### src/rtl/flip_inv_pkg.sv
// Shared types, frame geometry and address helpers for the flip/invert frame sequencer.
// Latency: none (declarations and pure functions only).
// Backpressure: not applicable.
package flip_inv_pkg;

  // Sequencer phases: waiting for start, filling memory, streaming memory out
  typedef enum logic [1:0] {
    IDLE  = 2'd0,
    LOAD  = 2'd1,
    DRAIN = 2'd2
  } stateT;

  // Default frame geometry and memory address width
  localparam int FRAME_W = 320;
  localparam int FRAME_H = 240;
  localparam int ADDR_W  = 24;

  // Raster-order linear address of pixel (x, y) in a frame w pixels wide
  function automatic int unsigned lin_addr(input int unsigned x,
                                           input int unsigned y,
                                           input int unsigned w);
    return y * w + x;
  endfunction

  // Reflect coordinate c about the centre of [0, last] when en is set
  function automatic int unsigned mirror(input int unsigned c,
                                         input int unsigned last,
                                         input logic        en);
    return en ? (last - c) : c;
  endfunction

endpackage

### src/rtl/flip_inv_ctrl_addr_gen.sv
// Raster x/y counters with optional mirroring, producing the linear memory address.
// Latency: address is combinational from the counters; counters step on the clock after adv.
// Backpressure: counters hold whenever adv is low; clr takes priority over adv.
module flip_addr_gen #(
  parameter int WIDTH  = flip_inv_pkg::FRAME_W,
  parameter int HEIGHT = flip_inv_pkg::FRAME_H,
  parameter int ADDR_W = flip_inv_pkg::ADDR_W
) (
  input  logic              clk,
  input  logic              rst_n,
  input  logic              clr,
  input  logic              adv,
  input  logic              flipH,
  input  logic              flipV,
  output logic              atEnd,
  output logic [ADDR_W-1:0] addr
);
  import flip_inv_pkg::*;

  localparam int XW = (WIDTH  > 1) ? $clog2(WIDTH)  : 1;
  localparam int YW = (HEIGHT > 1) ? $clog2(HEIGHT) : 1;
  localparam logic [XW-1:0] X_LAST = XW'(WIDTH - 1);
  localparam logic [YW-1:0] Y_LAST = YW'(HEIGHT - 1);

  logic [XW-1:0] x;
  logic [YW-1:0] y;
  logic [XW-1:0] sx;
  logic [YW-1:0] sy;

  // Raster counters: x runs fastest, both wrap to zero after the last pixel of the frame
  always_ff @(posedge clk) begin
    if (!rst_n) begin
      x <= '0;
      y <= '0;
    end else if (clr) begin
      x <= '0;
      y <= '0;
    end else if (adv) begin
      if (x == X_LAST) begin
        x <= '0;
        y <= (y == Y_LAST) ? '0 : (y + YW'(1));
      end else begin
        x <= x + XW'(1);
      end
    end
  end

  // Source coordinate mapping and linear address; the caller forces flips low while loading
  always_comb begin
    sx    = XW'(mirror(32'(x), unsigned'(WIDTH - 1), flipH));
    sy    = YW'(mirror(32'(y), unsigned'(HEIGHT - 1), flipV));
    addr  = ADDR_W'(lin_addr(32'(sx), 32'(sy), unsigned'(WIDTH)));
    atEnd = (x == X_LAST) && (y == Y_LAST);
  end

endmodule

### src/rtl/flip_inv_ctrl.sv
// Frame sequencer: loads a raster pixel stream into the frame memory, then streams it back mirrored/inverted.
// Latency: writes are combinational on the input handshake; first output is valid one cycle after entering DRAIN.
// Backpressure: in_ready high throughout LOAD; single-slot output register holds while out_valid && !out_ready.
module flip_inv_ctrl #(
  parameter int WIDTH  = flip_inv_pkg::FRAME_W,
  parameter int HEIGHT = flip_inv_pkg::FRAME_H,
  parameter int ADDR_W = flip_inv_pkg::ADDR_W
) (
  input  logic              clk,
  input  logic              rst_n,
  input  logic              start,
  input  logic              flip_h,
  input  logic              flip_v,
  input  logic              invert,
  input  logic              in_valid,
  input  logic              in_pixel,
  output logic              in_ready,
  output logic [ADDR_W-1:0] mem_addr,
  output logic              mem_data_in,
  output logic              mem_wr,
  output logic              mem_rd,
  input  logic              mem_data_out,
  output logic              out_valid,
  output logic              out_pixel,
  output logic              out_last,
  input  logic              out_ready,
  output logic              busy,
  output logic              frame_done
);
  import flip_inv_pkg::*;

  stateT             state;
  stateT             stateNext;
  logic              flipHLat;
  logic              flipVLat;
  logic              invLat;
  logic              genClr;
  logic              genAdv;
  logic              genAtEnd;
  logic [ADDR_W-1:0] genAddr;
  logic              readEn;
  logic              lastHs;

  // Shared coordinate generator; mirroring only applies when reading the frame back
  flip_addr_gen #(
    .WIDTH  (WIDTH),
    .HEIGHT (HEIGHT),
    .ADDR_W (ADDR_W)
  ) uAddrGen (
    .clk   (clk),
    .rst_n (rst_n),
    .clr   (genClr),
    .adv   (genAdv),
    .flipH (flipHLat && (state == DRAIN)),
    .flipV (flipVLat && (state == DRAIN)),
    .atEnd (genAtEnd),
    .addr  (genAddr)
  );

  // Phase register
  always_ff @(posedge clk) begin
    if (!rst_n) begin
      state <= IDLE;
    end else begin
      state <= stateNext;
    end
  end

  // Next phase, memory port and counter control; out_last gates further reads once the final pixel is held
  always_comb begin
    stateNext   = state;
    in_ready    = 1'b0;
    mem_wr      = 1'b0;
    mem_rd      = 1'b0;
    mem_addr    = '0;
    mem_data_in = 1'b0;
    genClr      = 1'b0;
    genAdv      = 1'b0;
    busy        = 1'b0;
    readEn      = 1'b0;
    lastHs      = 1'b0;
    case (state)
      IDLE: begin
        if (start) begin
          stateNext = LOAD;
          genClr    = 1'b1;
        end
      end
      LOAD: begin
        busy     = 1'b1;
        in_ready = 1'b1;
        mem_addr = genAddr;
        if (in_valid) begin
          mem_wr      = 1'b1;
          mem_data_in = in_pixel;
          genAdv      = 1'b1;
          if (genAtEnd) begin
            stateNext = DRAIN;
            genClr    = 1'b1;
          end
        end
      end
      DRAIN: begin
        busy     = 1'b1;
        mem_addr = genAddr;
        readEn   = !out_last && (!out_valid || out_ready);
        mem_rd   = readEn;
        genAdv   = readEn;
        lastHs   = out_valid && out_ready && out_last;
        if (lastHs) begin
          stateNext = IDLE;
        end
      end
      default: begin
        stateNext = IDLE;
      end
    endcase
  end

  // Frame mode is captured once per frame so mid-frame input changes are harmless
  always_ff @(posedge clk) begin
    if (!rst_n) begin
      flipHLat <= 1'b0;
      flipVLat <= 1'b0;
      invLat   <= 1'b0;
    end else if ((state == IDLE) && start) begin
      flipHLat <= flip_h;
      flipVLat <= flip_v;
      invLat   <= invert;
    end
  end

  // Single-slot output register: refill on a read, drain on an accept without refill
  always_ff @(posedge clk) begin
    if (!rst_n) begin
      out_valid <= 1'b0;
      out_pixel <= 1'b0;
      out_last  <= 1'b0;
    end else if (readEn) begin
      out_valid <= 1'b1;
      out_pixel <= mem_data_out ^ invLat;
      out_last  <= genAtEnd;
    end else if (out_valid && out_ready) begin
      out_valid <= 1'b0;
      out_pixel <= 1'b0;
      out_last  <= 1'b0;
    end
  end

  // End-of-frame pulse, one cycle after the final output handshake
  always_ff @(posedge clk) begin
    if (!rst_n) begin
      frame_done <= 1'b0;
    end else begin
      frame_done <= lastHs;
    end
  end

endmodule
### config.mk
export PLATFORM = sky130hd
export DESIGN_NAME = flip_inv_ctrl
export DESIGN_NICKNAME = d
export VERILOG_FILES = /design/src/rtl/flip_inv_pkg.sv /design/src/rtl/flip_inv_ctrl_addr_gen.sv /design/src/rtl/flip_inv_ctrl.sv
export SDC_FILE = /design/constraint.sdc
export NUM_CORES = 1
export LEC_CHECK = 0
export BUFFER_PORTS_ARGS = -buffer_cell sky130_fd_sc_hd__buf_2
export CORE_MARGIN = 10
export CORE_UTILIZATION = 51
export DETAILED_ROUTE_END_ITERATION = 7
export HOLD_SLACK_MARGIN = 0.1
export PLACE_DENSITY = 0.74
export SYNTH_ARGS = -nofsm -noshare
export SYNTH_HDL_FRONTEND = slang
export SYNTH_SLANG_ARGS = --single-unit
### constraint.sdc
create_clock -name clk -period 3.55 [get_ports clk]
set_input_delay 0.71 -clock clk [delete_from_list [all_inputs] [get_ports clk]]
set_output_delay 0.71 -clock clk [all_outputs]
set_load 0.005 [all_outputs]
==> impl_metrics.csv <==
group,metric,value,unit
cells_and_area,final_cells,408,
placement,dp_cells,396,
outcome,violations,"negative setup slack",
die,fp.dieW,86.6,um
drt,dr.pass1.iters,4,
synth,seq_area_frac_synth,0.230,
pwr,internal-power,476,uW
placement,io_buffers,35,
drt,vias,2325,
clocking,cts_tree,"yes",
timing,fin_setup_tns,-0.910,ns
cells_and_area,layout-drive-gt1-share,0.334,
synth,syn_inst,291,
drt,initialDrtViolationCount,166,
timing,worst_slack,-0.323,ns
run,drv_cap,0,
timing,relSlewSlack,0.458,
setup_path,critPathMaxFanout,7,
cells_and_area,area_delta_synth_final,35.0,%
drt,drc,0,
die,core,0.00432,mm2
grt,overflow,0,
clocking,holdBufCountCts,0,
clocking,htreeDepth,1,
cells_and_area,layout_common_cells,"buf_2, buf_4, nor2_1, dfxtp_1, a21oi_1",
min_path,hp-class,"reg -> reg",
die,start_util,0.523,
drt,routedWlPerCell,15.0,um
timing,worstMarginPinSlew,0.811,ns
timing,skew,0.00652,ns
pwr,combPwrFrac,0.125,
synth,ys_ff_latch,26,
pwr,switching_share,0.248,
synth,ys.flop_type,"dfxtp_1",
setup_path,path_cells,"inv_2 -> ha_4 -> nand2_8 -> mux2i_4 -> inv_2 -> ha_4 -> ha_4 -> buf_4 -> xor2_2 -> nand4b_1 -> nand3b_1 -> a2111o_1 -> a21oi_1 -> buf_2",
grt,grt_pass1_wl,9.60,mm
grt,antenna_found_initial,0,
timing,fmax,258,MHz
outcome,status,"finished, violations left",
drt,via_per_inst,5.70,
timing,finalHoldViolCount,0,
setup_path,r2r_cells,6,
timing,setup_viol,4,
setup_path,endpoint_kind,"primary output",
pwr,ir_worst_vdd,0.000216,V
cells_and_area,nNetsFinal,391,
synth,avgSynthCellArea,7.78,um2
synth,syn_area,0.00226,mm2
setup_path,slowest_delay,0.41,ns
clocking,clk_pin_slew_worst_paths,0.10,ns
synth,synth_enable_flop_cells,0,
setup_path,crit_path_top_delay_cell,"a2111o_1",
setup_path,crit_buf_inv,4,
timing,maxSlewViolCount,0,
cells_and_area,antenna_cells,0,
synth,async_reset_ff_frac,0,
setup_path,crit_path_frequent_cell,"ha_4",
timing,rsz0062_at_grt,"true",
die,die-area,0.00750,mm2
clocking,clock_path_buffers,2,
setup_path,crit_family,"adder cells",
setup_path,cp_data_required_time,2.84,ns
clocking,cts_sinks,26,
pwr,p_leak,0.00131,uW
min_path,whs_path_depth,2,
die,die_y,86.6,um
die,io-pin-count,43,
pwr,seqPwrFrac,0.476,
placement,place.gp.congestion,0.811,
grt,grt_pass1_vias,2216,
setup_path,worstSetupPathType,"reg -> out",
die,rows,24,
timing,period_minus_slack,3.87,ns
grt,grt.total_usage,0.151,
timing,period_share,1.09,
setup_path,cp.arrival,3.16,ns
synth,yosys_warnings,0,
pwr,power_switching,157,uW
setup_path,critPathLaunchType,"register",
synth,synth.distinct_cells,50,
grt,grt_max_degree,18,
cells_and_area,final_common_cell,"buf_2",
placement,post-dp-hpwl,4.16,mm
drt,drt_wl_total,6.14,mm
setup_path,worst-path-stages,14,
clocking,cts_made_buffers,3,
clocking,root_buffer,"clkbuf_8",
pwr,power_frac_clock,0.399,
pwr,power_density,207,mW/mm2
drt,ant_nets,0,
clocking,clk_latency,0.28,ns
-- per-stage QoR --
stage / instance area (um2) / hold slack, ns / total power, uW / util / setup WS (ns)
after floorplan: 2290 / 0.456 / 361 / - / 0.0605
after global routing: 3060 / 0.535 / 665 / 0.707 / -0.488
final: 3060 / 0.492 / 633 / 0.707 / -0.323
after detailed placement: 2660 / 0.481 / 384 / 0.614 / -0.173
after global placement: 2660 / 0.471 / 383 / 0.614 / -0.0447
after CTS: 2890 / 0.495 / 637 / 0.668 / -0.225
-- final timing paths --
kind | slack (ns) | startpoint | endpoint
hold reg to reg | 0.49 | flipHLat | flipHLat
setup / recovery | -0.32 | state[0] | mem_addr[16]
setup reg to reg | 1.06 | state[0] | uAddrGen.y[5]
hold / removal | 0.49 | flipHLat | flipHLat
-- tightest hold or removal path, stage by stage (launching register included) --
cell	delay, ns
dfxtp_1	0.33
nand2_1	0.05
a21boi_0	0.06
-- sequential cells by signal (all words and copies together), names as in the netlist --
signal      count
uAddrGen.x      9
uAddrGen.y      8
state           2
flipHLat        1
flipVLat        1
frame_done      1
invLat          1
out_last        1
out_pixel       1
out_valid       1
-- power by group through the flow --
stage               Combinational [uW]  Sequential (uW)  Clock, uW
floorplan                         55.6              306          0
global placement                  76.4              306          0
detailed placement                77.3              307          0
CTS                               78.5              301        257
global route                      90.2              302        273
finish                            78.9              301        253
-- synth_stat cells, types with 3 or more instances --
cell	n	area, um2
dfxtp_1	26	521
nand2_1	17	63.8
clkbuf_1	7	26.3
nand3_1	14	70.1
a21oi_1	20	100
o21ai_0	20	100
xor2_1	14	123
nor2_1	29	109
and3_1	4	25.0
a21o_1	3	22.5
ha_1	22	275
nand2b_1	3	18.8
a211oi_1	3	22.5
buf_4	7	52.6
or4_1	7	52.6
or3_1	4	25.0
xnor2_1	11	96.3
o21a_1	3	22.5
nand4_1	7	43.8
inv_1	15	56.3
a21boi_0	5	37.5
nor3_1	5	25.0
and2_1	9	56.3
-- logic make-up (layout without fill, tap and decap cells) --
| group | after synthesis | count (layout) | synth area share |
|---|---|---|---|
| and+or+nand+nor | 111 | 111 | 0.259 |
| AOI/OAI and AO/OA | 70 | 70 | 0.195 |
| buffers and inverters | 31 | 90 | 0.0641 |
| DFF | 26 | 26 | 0.230 |
| xor gates and xnor gates | 25 | 25 | 0.0967 |
| adders and majority gates | 24 | 24 | 0.139 |
| muxes | 3 | 3 | 0.0138 |
| other | 1 | 7 | 0.00166 |
-- area by class of cell --
cell class | count | area, um2
multi-input combinational | 240 | 1890
fill | 336 | 1270
sequential | 26 | 523
timing repair buffer | 71 | 453
tap | 52 | 65.1
inverter | 15 | 56.3
clock buffer | 3 | 41.3
clock inverter | 1 | 30.0
-- routing by layer --
metal	vias up	share of wire	GRT usage
li1	1149	-	-
met2	77	0.48	0.252
met3	15	0.059	0.0394
met4	0	0.031	0.0677
met5	-	0	0
met1	1084	0.43	0.177
-- timing repair --
action / 4_1_cts / 5_1_grt
pin swaps: 21 / 16
setup buffers: 5 / 4
hold endpoints to repair: 0 / 0
gates resized for setup: 28 / 21
endpoints found under the setup margin: 5 / 6
Note: power is estimated with default switching activity, not from simulation.
